## config.mk

```make
export PLATFORM = sky130hd
export DESIGN_NAME = wrr_arbiter
export DESIGN_NICKNAME = d
export VERILOG_FILES = /design/src/rtl/wrr_arbiter.sv
export SDC_FILE = /design/constraint.sdc
export NUM_CORES = 1
export LEC_CHECK = 0
export ABC_CLOCK_PERIOD_IN_PS = 2200
export BUFFER_PORTS_ARGS = -buffer_cell sky130_fd_sc_hd__clkbuf_2
export CORE_MARGIN = 4
export CORE_UTILIZATION = 34
export DETAILED_ROUTE_END_ITERATION = 8
export PLACE_DENSITY = 0.59
export SLEW_MARGIN = 30
export SYNTH_ARGS = -nofsm -noshare
export SYNTH_HDL_FRONTEND = slang
export SYNTH_SLANG_ARGS = --single-unit
```

## constraint.sdc

```tcl
create_clock -name clk_i -period 2.2 [get_ports clk_i]
set_input_delay 0.33 -clock clk_i [delete_from_list [all_inputs] [get_ports clk_i]]
set_output_delay 0.33 -clock clk_i [all_outputs]
set_load 0.02 [all_outputs]
```

## src/rtl/wrr_arbiter.sv

```systemverilog
// Weighted round-robin arbiter: grants one of N requesters a tenure of up to
// max(weight,1) cycles, then rotates priority past the last winner.
module wrr_arbiter #(
   parameter  int N  = 4,
   parameter  int WW = 4,
   localparam int IW = (N > 1) ? $clog2(N) : 1
) (
   input  logic            clk_i,
   input  logic            rst_i,
   input  logic [N-1:0]    req_i,
   input  logic [N*WW-1:0] weight_i,
   output logic [N-1:0]    gnt_o,
   output logic [IW-1:0]   gnt_id_o,
   output logic            gnt_vld_o
);

   typedef enum logic {ST_IDLE, ST_GRANT} state_t;

   state_t          r_state, w_state_next;
   logic [N-1:0]    r_gnt, w_gnt_next;
   logic [IW-1:0]   r_gnt_id, w_gnt_id_next;
   logic [IW-1:0]   r_ptr, w_ptr_next;
   logic [WW-1:0]   r_credit, w_credit_next;
   logic [IW-1:0]   w_base;
   logic [IW-1:0]   w_win;
   logic            w_found;
   logic            w_hold;
   logic [WW-1:0]   w_fresh;
   logic [WW-1:0]   w_weight [N];

   for (genvar gi = 0; gi < N; gi++) begin : g_weight
      assign w_weight[gi] = weight_i[gi*WW +: WW];
   end

   // While granting, the current owner is the pointer a release rotates past.
   assign w_base = (r_state == ST_GRANT) ? r_gnt_id : r_ptr;

   // Descending scan so the nearest requester after w_base is written last.
   always_comb begin
      logic [IW-1:0] v_idx;
      w_found = 1'b0;
      w_win   = '0;
      v_idx   = '0;
      for (int k = N; k >= 1; k--) begin
         v_idx = IW'((int'(w_base) + k) % N);
         if (req_i[v_idx]) begin
            w_found = 1'b1;
            w_win   = v_idx;
         end
      end
   end

   assign w_fresh = (w_weight[w_win] == '0) ? '0 : w_weight[w_win] - WW'(1);
   assign w_hold  = req_i[r_gnt_id] && (r_credit != '0);

   always_comb begin
      w_state_next  = r_state;
      w_gnt_next    = r_gnt;
      w_gnt_id_next = r_gnt_id;
      w_ptr_next    = r_ptr;
      w_credit_next = r_credit;
      case (r_state)
         ST_IDLE: begin
            if (w_found) begin
               w_state_next  = ST_GRANT;
               w_gnt_next    = N'(1) << w_win;
               w_gnt_id_next = w_win;
               w_credit_next = w_fresh;
            end
         end
         ST_GRANT: begin
            if (w_hold) begin
               w_credit_next = r_credit - WW'(1);
            end else begin
               w_ptr_next = r_gnt_id;
               if (w_found) begin
                  w_gnt_next    = N'(1) << w_win;
                  w_gnt_id_next = w_win;
                  w_credit_next = w_fresh;
               end else begin
                  w_state_next  = ST_IDLE;
                  w_gnt_next    = '0;
                  w_gnt_id_next = '0;
                  w_credit_next = '0;
               end
            end
         end
         default: begin
            w_state_next  = ST_IDLE;
            w_gnt_next    = '0;
            w_gnt_id_next = '0;
            w_credit_next = '0;
         end
      endcase
   end

   always_ff @(posedge clk_i) begin
      if (rst_i) begin
         r_state  <= ST_IDLE;
         r_gnt    <= '0;
         r_gnt_id <= '0;
         r_ptr    <= IW'(N - 1);
         r_credit <= '0;
      end else begin
         r_state  <= w_state_next;
         r_gnt    <= w_gnt_next;
         r_gnt_id <= w_gnt_id_next;
         r_ptr    <= w_ptr_next;
         r_credit <= w_credit_next;
      end
   end

   assign gnt_o     = r_gnt;
   assign gnt_id_o  = r_gnt_id;
   assign gnt_vld_o = |r_gnt;

endmodule

```

=== Word-level counts from Yosys, hierarchy flattened ===
Index checks and enable logic that the tools add are counted.

* Bits in registers: 13
* Input port bits: 22
* Logic and storage cells: 67

* Add/subtract/negate cells: 6
* $lt $le $gt $ge: 6
* Eq/ne operators: 2
* Shifts and indexed selects: 1
* Multiplexer cells: 38
* Bitwise gates (word level): 3
* Reductions and logical operators: 6

{| class="wikitable"
|+ Operators by type and width
! operator !! number
|-
| $mux W4 || 9
|-
| $mux W2 || 8
|-
| $pmux W4 S2 || 2
|-
| $lt A2 B3 Y1 const B || 5
|-
| $mux W1 || 11
|-
| $bmux W1 S2 || 5
|-
| $bmux W4 S2 || 1
|-
| $sub A4 B1 Y4 const B || 2
|-
| $add A2 B1 Y2 const B || 2
|-
| $add A2 B2 Y2 const B || 2
|-
| $logic_not A4 Y1 || 1
|-
| $ne A2 B2 Y1 const B || 2
|-
| $pmux W2 S2 || 1
|-
| $reduce_and A2 Y1 || 2
|-
| $reduce_bool A4 Y1 || 1
|-
| $reduce_or A4 Y1 || 1
|-
| $shl A1 B2 Y4 const A || 1
|-
| $ge A3 B3 Y1 const B || 1
|-
| $not A2 Y3 || 1
|-
| $not A1 Y1 || 2
|-
| $pmux W1 S2 || 1
|-
| $logic_and A1 B1 Y1 || 1
|}

=== Depth between registers and ports, before layout ===
Gate-level depths: netlist of run 1.

* Depth after elaboration: 17
* Depth in mapped cells: 9
* Mapped depth without buffers: 9

=== Worst setup path after synthesis of run 1 ===
Ideal clock, no wire load.

* Path kind: reg2reg
* Start point: register r_gnt_id[0] (netlist: gnt_id_o[0])
* End point: register r_credit[1]
* Setup time: 88 ps
* Data arrival time: 2081 ps
* Setup slack: 31 ps
* Stages on the path, launching flop included: 9
* Path buffers: 1
* Cell sequence: dfxtp_1 > mux2_1 > o21ai_1 > a211o_2 > buf_6 > a211oi_2 > o22ai_1 > nand2b_4 > a311oi_2

* Word-level cells in the longest chain between the ends: 17

{| class="wikitable"
|+ Ends and longest elaborated chain
! item !! RTL line !! text
|-
| from (decl) || 21 || <nowiki>logic [IW-1:0] r_gnt_id, w_gnt_id_next;</nowiki>
|-
| from (signal assigned) || 107 || <nowiki>r_gnt_id <= w_gnt_id_next;</nowiki>
|-
| $mux W2 || 36 || <nowiki>assign w_base = (r_state == ST_GRANT) ? r_gnt_id : r_ptr;</nowiki>
|-
| $add A2 B1 Y2 || 45 || <nowiki>v_idx = IW'((int'(w_base) + k) % N);</nowiki>
|-
| $bmux W1 S2 || 46 || <nowiki>if (req_i[v_idx]) begin</nowiki>
|-
| $mux W1 (implied by the code) || 46 ||
|-
| $mux W2 (4 in series) || 46 ||
|-
| $not A2 Y3 (implied by the code) || 53 || <nowiki>assign w_fresh = (w_weight[w_win] == '0) ? '0 : w_weight[w_win] - WW'(1);</nowiki>
|-
| $bmux W4 S2 || 53 ||
|-
| $mux W4 (implied by the code) (2 in series) || 53 ||
|-
| $sub A4 B1 Y4 or $logic_not A4 Y1 (tied branches) || 53 ||
|-
| $mux W4 || 53 ||
|-
| $mux W4 || 76 || <nowiki>if (w_found) begin</nowiki>
|-
| $mux W4 || 72 || <nowiki>if (w_hold) begin</nowiki>
|-
| $pmux W4 S2 || 62 || <nowiki>case (r_state)</nowiki>
|-
| to (signal assigned) || 109 || <nowiki>r_credit <= w_credit_next;</nowiki>
|-
| to (decl) || 23 || <nowiki>logic [WW-1:0] r_credit, w_credit_next;</nowiki>
|}

Parallel ways exist; a longest one is shown, timed or not. The select of a mux whose other input is x is not followed.
A chain may end at the register's enable or synchronous reset.

=== Worst setup path in the final report of run 1 ===
* Start point: register r_state
* End point: register r_credit[1]

* Word-level cells in the longest chain between the ends: 17

{| class="wikitable"
|+ Ends and longest elaborated chain
! item !! RTL line !! text
|-
| from (decl) || 19 || <nowiki>state_t r_state, w_state_next;</nowiki>
|-
| from (signal assigned) || 105 || <nowiki>r_state <= w_state_next;</nowiki>
|-
| $mux W2 || 36 ||
|-
| $add A2 B1 Y2 || 45 ||
|-
| $bmux W1 S2 || 46 ||
|-
| $mux W1 (implied by the code) || 46 ||
|-
| $mux W2 (4 in series) || 46 ||
|-
| $not A2 Y3 (implied by the code) || 53 ||
|-
| $bmux W4 S2 || 53 ||
|-
| $mux W4 (implied by the code) (2 in series) || 53 ||
|-
| $sub A4 B1 Y4 or $logic_not A4 Y1 (tied branches) || 53 ||
|-
| $mux W4 || 53 ||
|-
| $mux W4 || 76 ||
|-
| $mux W4 || 72 ||
|-
| $pmux W4 S2 || 62 ||
|}

Parallel ways exist; a longest one is shown, timed or not. The select of a mux whose other input is x is not followed.

==> results of run 1 <==
## state kept, by name, summed over array words and instances, names as in the netlist
register,count
gnt_id_o,2
gnt_o,4
r_credit,4
r_ptr,2
r_state,1
## cells in the mapped netlist (all sizes together)
library cell / number / area [sq um]
a21oi: 10 / 50.1
clkbuf: 2 / 7.51
mux2: 2 / 22.5
mux2i: 9 / 103
or4: 1 / 7.51
nor3b: 3 / 27.5
nand2b: 6 / 45.0
and2: 2 / 12.5
a211oi: 5 / 47.5
nor3: 1 / 5.00
nor2b: 4 / 25.0
dfxtp: 13 / 260
a2111oi: 4 / 35.0
nand3b: 1 / 7.51
nand2: 7 / 26.3
nand3: 1 / 5.00
mux4: 1 / 22.5
a221oi: 1 / 15.0
o41ai: 1 / 8.76
o211ai: 1 / 7.51
nor4: 1 / 6.26
a211o: 3 / 27.5
o21bai: 1 / 7.51
inv: 7 / 26.3
a21boi: 2 / 15.0
o22ai: 1 / 6.26
a311oi: 1 / 15.0
o221ai: 1 / 8.76
a22oi: 1 / 7.51
a31oi: 3 / 18.8
o41a: 1 / 11.3
nor2: 17 / 63.8
or3b: 2 / 17.5
o21ai: 4 / 20.0
nand4bb: 1 / 11.3
buf: 2 / 22.5
ha: 1 / 12.5
## worst max-delay path, delay by kind of cell, from the launching register on
kind | cells | cell delay (ns)
AO/OA/AOI/OAI | 5 | 1.08
flip-flops | 1 | 0.38
multiplexers | 1 | 0.31
AND/OR/NAND/NOR | 1 | 0.16
buffers and inverters | 1 | 0.16
## cells by family after synthesis
logic type / count (synthesis) / share of synthesized area [%]
mux: 12 / 14.2
fa+ha+maj: 1 / 1.20
buf+inv: 11 / 5.42
flops: 13 / 25.1
simple gates: 47 / 25.1
compound gates: 40 / 29.0
## cell type report
type / instances / area, sq um / share of cell area [%]
multi-input cells: 101 / 858 / 57.6
repair buffers: 45 / 275 / 18.5
flip-flops and latches: 13 / 265 / 17.8
well taps: 31 / 38.8 / 2.60
inverters: 7 / 26.3 / 1.76
clock buffers: 3 / 22.5 / 1.51
clock inverters: 1 / 5.00 / 0.336
## cells in the final DEF, fill, tap and decap left out, types with 4 or more instances in the layout
master,synthesis,routed
mux2i_1,8,8
clkbuf_2,0,28
inv_1,7,7
a21oi_1,10,10
nand2b_1,5,5
dfxtp_1,13,11
nor2_1,17,16
buf_4,0,15
nand2_1,7,7
nor2b_1,4,4
## report_power, final
part           leakage, uW  switching, uW  internal, uW  total (uW)
combinational     0.000521            379           347         726
sequential        0.000108           48.0           289         337
clock            0.0000177           80.5          67.4         148
## final timing paths
path	from	to	slack, ns	cells past startpoint
worst max-delay path	r_state	r_credit[1]	0.03	8
worst min-delay path	rst_i	r_credit[1]	0.41	2
worst max register to register	r_state	r_credit[1]	0.03	8
worst min register to register	gnt_o[1]	gnt_o[1]	0.49	2
## stage by stage
step                worst slack, ns  std cells  hold WS [ns]  TNS, ns  util, %
floorplan                    0.0310        124         0.410        0        -
global placement            0.00143        193         0.463        0     45.7
detailed placement          -0.0476        193         0.472  -0.0775     45.7
CTS                          0.0402        197         0.409        0     46.9
global route                -0.0525        201         0.420  -0.0525     52.7
finish                       0.0349        201         0.410        0     52.7
## layer usage
layer  wire length, um  global-route usage, %  vias up
met4                13                   2.96        0
met1              1240                   16.6      517
li1                  -                      -      560
met3               181                   4.80        2
met5                 0                      0        -
met2              1440                   24.5       35
## what timing repair did
item                                    CTS  global route
pin swaps                                 0             8
buffers inserted                          0             3
cloned                                    0             1
endpoints found under the setup margin    4             4
endpoints found under the hold margin     0             0
gates resized for setup                   3            26
==> results.ini, run 1 <==
[clock_tree]
cts_buffers=3
cts.clk_slew.worst_paths_ns=0.09
cts.sinks=13
clockRootBuffer=clkbuf_4
hold_buffers=0
cts_buffer_depth=2
clk_latency_ns=0.28
cts_tree=yes
cts_max_level=1

[global_routing]
antenna_found_initial=0
grt_max_degree=14
grtUsageTotal_pct=14.0
grt_pass1_wl_um=4550
grt_overflow_total=0
grt_pass1_vias=1081

[sta]
worst_pin_slew_ns=0.446
fin_crit_sh_pct=98.4
hold_viol=0
period_needed_ns=2.17
slew_viol_final=0
setup_viol=0
worst_clock_skew_ns=0.00865
fmax_mhz=462
slew_headroom_pct=70.2

[finish]
nFillCells=253
layout.nets=194
drive_gt1_share_pct=43.5
area_growth_pct=43.6
stdcell_area_sq_mm=0.00149
antenna_cells=0

[job]
drv_cap=0

[critical_path]
path_class=flip-flop to flip-flop
max_stage_delay_ns=0.38
cp_slowest_cell=dfxtp_4
critPathArrivalTime_ns=2.37
worstSetupStartpointType=flip-flop
path_cells=mux2i_4 -> a221oi_4 -> buf_4 -> a211o_4 -> a211oi_2 -> o22ai_2 -> nand2b_4 -> a311oi_2
critPathRequiredTime_ns=2.40
path_max_fanout=4
critPathCaptureType=flip-flop

[place]
port_buffers=28
dp_hpwl_um=2180
dpl-instance-area_sq_mm=0.00129
place.gp.congestion=0.921

[die]
initial_utilization_pct=36.7
die_w_um=63.3
num_rows=19
ios=29
core_area_sq_mm=0.00283
die_h_um=63.3
die_area_sq_mm=0.00400

[routing]
viasPerCell=5.54
vias=1114
drc=0
ant_nets=0
wl_per_cell_um=14.3
drt_iter0_drc=27
drt-total-wl_um=2870
dr.pass1.iters=4

[power]
power_uw=1210
power_density_mw_per_mm2=812
leakage_uw=0.000646
ir_drop_v=0.000423

[synth]
ys_warn_count=0
ys_seq_elements=13
yosysUniqueCellTypes=45
syn_nets=147
syn-instance-count=124
seq_area_frac_synth_pct=25.1
syn_area_per_cell_sq_um=8.37
syn_area_sq_mm=0.00104

[min_path]
holdCritPathClass=primary input to flip-flop

[status]
outcome=completed

(Power assumes the default switching activity.)
==> run 2: changes to the inputs <==
Settings changed: CELL_PAD_IN_SITES_DETAIL_PLACEMENT set to 0, CELL_PAD_IN_SITES_GLOBAL_PLACEMENT set to 1, PLACE_DENSITY 0.59 to 0.76.
==> run 2 against run 1 <==
Critical path depth unchanged. Register-to-register slack better by 0.04 ns. Count of clock-buffer cells in the layout is 1 higher. Largest cell class unchanged.
==> results.ini, run 2 (synthesis gave the netlist of run 1 again) <==
[clock_tree]
post_cts_buffers=0  ; unchanged
clk_latency_ns=0.27  ; was 0.28 ns
cts.clk_slew.worst_paths_ns=0.08  ; was 0.09 ns
cts_tree=yes  ; unchanged
hold_buffers=0  ; unchanged
cts.sinks=13  ; unchanged
clockRootBuffer=clkbuf_4  ; unchanged
cts_max_level=1  ; unchanged
cts_buffers=3  ; unchanged
cts_buffer_depth=2  ; unchanged

[power]
leakage_uw=0.000611  ; was 0.000646 uW
power_density_mw_per_mm2=820  ; was 812 mW/mm^2
ir_drop_v=0.000530  ; was 0.000423 V

[routing]
viasPerCell=5.59  ; was 5.54
drt_iter0_drc=37  ; was 27
vias=1102  ; was 1114
drc=0  ; unchanged
dr.pass1.iters=4  ; unchanged
ant_nets=0  ; unchanged
drt-total-wl_um=2730  ; was 2870 um
wl_per_cell_um=13.9  ; was 14.3 um

[sta]
slew_viol_final=0  ; unchanged
totalNegativeSetupSlack_ns=0  ; unchanged
period_needed_ns=2.13  ; was 2.17 ns
worst_pin_slew_ns=0.538  ; was 0.446 ns
fmax_mhz=470  ; was 462 MHz
slew_headroom_pct=63.2  ; was 70.2%
fin_crit_sh_pct=96.8  ; was 98.4%
hold_ws_ns=0.412  ; was 0.410 ns
hold_viol=0  ; unchanged
rsz0062_at_grt=yes
setup_viol=0  ; unchanged
worst_clock_skew_ns=0.000563  ; was 0.00865 ns

[die]
core_area_sq_mm=0.00283  ; unchanged
initial_utilization_pct=36.7  ; unchanged
num_rows=19  ; unchanged
die_area_sq_mm=0.00400  ; unchanged
die_w_um=63.3  ; unchanged
ios=29  ; unchanged
die_h_um=63.3  ; unchanged

[critical_path]
cp_slowest_cell=dfxtp_4  ; unchanged
path_class=flip-flop to flip-flop  ; unchanged
worstSetupStartpointType=flip-flop  ; unchanged
critPathArrivalTime_ns=2.32  ; was 2.37 ns
rr_worst_depth=8  ; unchanged
path_cells=mux2_2 -> nor3b_4 -> a2111oi_1 -> buf_4 -> a211oi_4 -> o22ai_2 -> nand2b_4 -> a311oi_2  ; was mux2i_4 -> a221oi_4 -> buf_4 -> a211o_4 -> a211oi_2 -> o22ai_2 -> nand2b_4 -> a311oi_2
rrSetupSlack_ns=0.07  ; was 0.03 ns
max_stage_delay_ns=0.38  ; about the same
critPathRequiredTime_ns=2.39  ; was 2.40 ns
critPathCaptureType=flip-flop  ; unchanged
path_max_fanout=5  ; was 4
cp-startpoint=r_state  ; unchanged
crit_path_end=r_credit[1]  ; unchanged
rr_endpoint=r_credit[1]  ; unchanged
worstReg2RegStart=r_state  ; unchanged

[global_routing]
top_usage_layer=met2  ; unchanged
grt_overflow_total=0  ; unchanged
gr-usage-met1_pct=16.1  ; was 16.6%
use_met3_pct=3.55  ; was 4.80%
grt_pass1_vias=1097  ; was 1081
grt_pass1_wl_um=4490  ; was 4550 um
met2_usage_pct=24.4  ; was 24.5%
grt_max_degree=14  ; unchanged
grtUsageTotal_pct=13.6  ; was 14.0%
antenna_found_initial=0  ; unchanged

[finish]
nFillCells=279  ; was 253
final_common_cell=clkbuf_2  ; unchanged
layout_common_cells=clkbuf_2, nor2_1, buf_4  ; unchanged
utilization_pct=49.4  ; was 52.7%
antenna_cells=0  ; unchanged
area_growth_pct=34.5  ; was 43.6%
drive_gt1_share_pct=38.0  ; was 43.5%
final_cells=197  ; was 201
layout.nets=190  ; was 194

[place]
place_inst=193  ; unchanged
place.gp.congestion=0.851  ; was 0.921
dp_hpwl_um=2180  ; about the same
port_buffers=28  ; unchanged

[status]
outcome=completed  ; unchanged

[job]
drv_cap=0  ; unchanged

[min_path]
holdCritPathClass=primary input to flip-flop  ; unchanged
worstHoldStart=rst_i  ; unchanged

==> run 2: changes by cell type in the layout (fill, tap and decap cells not counted), sizes merged <==
cell,previous run,this run
clkbuf,31,32
clkinv,1,0
a211o,4,3
buf,17,14
==> run 2: worst max-delay path: cells and delay by family (launching register included) <==
| kind | cells | cell delay [ns] |
|---|---|---|
| compound gates | 4 | 0.68 |
| buf+inv | 1 | 0.16 |
| flops | 1 | 0.38 |
| mux | 1 | 0.38 |
| simple gates | 2 | 0.45 |
==> run 2: metal layers <==
layer / part of all wire, % / vias up
li1: - / 552
met1: 44 / 520
met2: 50 / 26
met3: 5.3 / 4
met4: 1.2 / 0
met5: 0 / -
==> run 2: metrics by stage <==
stage / total power (uW) / area [sq um] / worst slack [ns]
floorplan: 755 / 1040 / 0.0310
global placement: 943 / 1310 / -0.00521
detailed placement: 954 / 1310 / -0.0693
CTS: 1120 / 1350 / 0.0202
global route: 1240 / 1400 / -0.0291
finish: 1150 / 1400 / 0.0714
==> run 2: layout make-up <==
class	instances	area (sq um)	share of cell area (%)
clock buffer	4	26.3	1.88
sequential	13	264	18.9
multi-input combinational	100	783	56.1
timing repair buffer	42	258	18.5
tap	31	38.8	2.78
inverter	7	26.3	1.88
==> run 2: worst min-delay path by stage <==
| stage | end | slack, ns | cells past startpoint |
|---|---|---|---|
| floorplan | r_state | 0.41 | 1 |
| global placement | gnt_o[1] | 0.46 | 2 |
| detailed placement | gnt_o[1] | 0.47 | 2 |
| CTS | r_credit[0] | 0.41 | 2 |
| global route | gnt_id_o[1] | 0.41 | 2 |
| finish | r_credit[1] | 0.41 | 2 |
==> run 2: repair_timing <==
action,in CTS,in global routing
pin swaps,0,3
setup endpoints to repair,4,4
resized for setup,5,8
cloned,0,0
==> run 2: power by group <==
part / internal [uW] / switching (uW) / total [uW]
registers: 288 / 45.0 / 333
logic: 319 / 349 / 668
clock network: 70.2 / 74.6 / 145
total: 677 / 469 / 1150
==> run 3: changes to the inputs <==
Settings changed: PLACE_DENSITY 0.76 to 0.8.
==> run 3 against run 2 <==
Sequential share of layout area is 0.38 points lower. Combinational power is 3.4% higher. Sequential power hardly changed. Global-route usage is 0.56 points higher. Final cell count is 1.5% higher. Design area is 2.5% higher. Via count is 1.2% higher. Largest power group unchanged.
==> results.ini, run 3 (synthesis gave the netlist of run 1 again) <==
[sta]
totalNegativeSetupSlack_ns=0  ; unchanged
fin_crit_sh_pct=97.7  ; was 96.8%
hold_viol=0  ; unchanged
worst_pin_slew_ns=0.452  ; was 0.538 ns
slew_viol_final=0  ; unchanged
worst_clock_skew_ns=0.00625  ; was 0.000563 ns
rsz0062_at_grt=yes  ; unchanged
fmax_mhz=465  ; was 470 MHz
slew_headroom_pct=69.8  ; was 63.2%
setup_viol=0  ; unchanged
period_needed_ns=2.15  ; was 2.13 ns

[power]
leakage_uw=0.000634  ; was 0.000611 uW
power_density_mw_per_mm2=822  ; was 820 mW/mm^2
ir_drop_v=0.000441  ; was 0.000530 V

[die]
die_h_um=63.3  ; unchanged
core_area_sq_mm=0.00283  ; unchanged
die_w_um=63.3  ; unchanged
initial_utilization_pct=36.7  ; unchanged
die_area_sq_mm=0.00400  ; unchanged
num_rows=19  ; unchanged
ios=29  ; unchanged

[critical_path]
path_max_fanout=6  ; was 5
path_class=flip-flop to flip-flop  ; unchanged
critPathArrivalTime_ns=2.35  ; was 2.32 ns
cp-startpoint=r_state  ; unchanged
rrSetupSlack_ns=0.05  ; was 0.07 ns
worstReg2RegStart=r_state  ; unchanged
crit_cells=8  ; unchanged
cp_num_buf_inv=1  ; unchanged
path_cells=mux2_4 -> nor3b_4 -> a2111oi_2 -> buf_4 -> a211oi_4 -> o22ai_2 -> nand2b_4 -> a311oi_2  ; was mux2_2 -> nor3b_4 -> a2111oi_1 -> buf_4 -> a211oi_4 -> o22ai_2 -> nand2b_4 -> a311oi_2
critPathCaptureType=flip-flop  ; unchanged
max_stage_delay_ns=0.39  ; was 0.38 ns
cp_slowest_cell=dfxtp_4  ; unchanged
critPathRequiredTime_ns=2.40  ; was 2.39 ns
crit_path_end=r_credit[1]  ; unchanged
critical-path-top-delay-family=compound AO/OA/AOI/OAI gates  ; unchanged
rr_endpoint=r_credit[1]  ; unchanged
worstSetupStartpointType=flip-flop  ; unchanged
rr_worst_depth=8  ; unchanged

[routing]
drt-total-wl_um=3000  ; was 2730 um
drc=0  ; unchanged
dr.pass1.iters=4  ; unchanged
vias=1115  ; was 1102
wl_per_cell_um=15.0  ; was 13.9 um
drt_iter0_drc=47  ; was 37
viasPerCell=5.58  ; was 5.59
ant_nets=0  ; unchanged

[finish]
layout.nets=193  ; was 190
stdcell_area_sq_mm=0.00143  ; was 0.00140 sq mm
antenna_cells=0  ; unchanged
drive_gt1_share_pct=42.0  ; was 38.0%
layout_common_cells=clkbuf_2, nor2_1, buf_4  ; unchanged
area_growth_pct=37.8  ; was 34.5%
final_cells=200  ; was 197
final_common_cell=clkbuf_2  ; unchanged

[clock_tree]
cts.clk_slew.worst_paths_ns=0.09  ; was 0.08 ns
cts_tree=yes  ; unchanged
clockRootBuffer=clkbuf_4  ; unchanged
hold_buffers=0  ; unchanged
clk_latency_ns=0.28  ; was 0.27 ns
cts_buffers=3  ; unchanged
cts.sinks=13  ; unchanged
cts_max_level=1  ; unchanged
cts_buffer_depth=2  ; unchanged
post_cts_buffers=0  ; unchanged

[global_routing]
grt_pass1_vias=1079  ; was 1097
grt_max_degree=14  ; unchanged
grt_overflow_total=0  ; unchanged
grtUsageTotal_pct=14.2  ; was 13.6%
grt_pass1_wl_um=4640  ; was 4490 um
antenna_found_initial=0  ; unchanged

[min_path]
holdCritPathClass=primary input to flip-flop  ; unchanged

[place]
place_inst=195  ; was 193
port_buffers=28  ; unchanged
dp_hpwl_um=2180  ; about the same
place.gp.congestion=0.886  ; was 0.851
dpl-instance-area_sq_mm=0.00131  ; about the same

[status]
outcome=completed  ; unchanged

[job]
drv_cap=0  ; unchanged

[run 3: changes by cell type in the layout (fill, tap and decap cells not counted), sizes merged]
cell    change
a211o       +1
buf         +2
clkbuf      -1
clkinv      +1
[run 3: timing repair]
item | in CTS | in global routing
gates resized for setup | 5 | 17
cloned | 0 | 1
setup endpoints to repair | 4 | 4
pin swaps | 1 | 8
[run 3: final cells by class]
cell class | count | area, sq um
clock inverters | 1 | 5.00
fillers | 286 | 1400
well taps | 31 | 38.8
multi-input cells | 101 | 806
flip-flops and latches | 13 | 265
clock buffers | 3 | 22.5
inverters | 7 | 26.3
repair buffers | 44 | 268
[run 3: report_power, final]
group          switching (uW)  total (uW)  leakage (uW)  internal (uW)
Sequential               46.9         336      0.000108            289
Combinational             363         691      0.000508            328
Clock                    82.0         149     0.0000177           67.4
Total                     492        1180      0.000634            684
[run 3: worst min path at each step]
stage	start	endpoint	slack [ns]	cells after the start
after detailed placement	gnt_o[1]	gnt_o[1]	0.46	2
after CTS	rst_i	r_credit[1]	0.40	2
after global placement	gnt_o[1]	gnt_o[1]	0.46	2
after global routing	rst_i	r_credit[1]	0.41	2
final	rst_i	r_credit[1]	0.41	2
after floorplan	rst_i	r_state	0.41	1
[run 3: through the flow]
step	worst slack, ns	util [%]	hold slack, ns	power [uW]
after global routing	-0.0472	50.6	0.411	1270
after detailed placement	-0.0466	46.2	0.465	949
after CTS	0.0237	47.9	0.403	1120
final	0.0515	50.6	0.413	1180
after global placement	0.00407	46.2	0.461	933
after floorplan	0.0310	-	0.410	755
[run 3: worst register-to-register path, delay by kind of cell (launching register included)]
family | cells | cell delay (ns)
compound gates | 4 | 0.64
buf+inv | 1 | 0.16
flops | 1 | 0.39
mux | 1 | 0.34
simple gates | 2 | 0.55
[run 3: per-layer routing]
layer,global-route usage (%),routed length (um)
met1,17.5,1270
met2,25.2,1590
met3,4.09,150
met4,1.62,0
met5,0,0
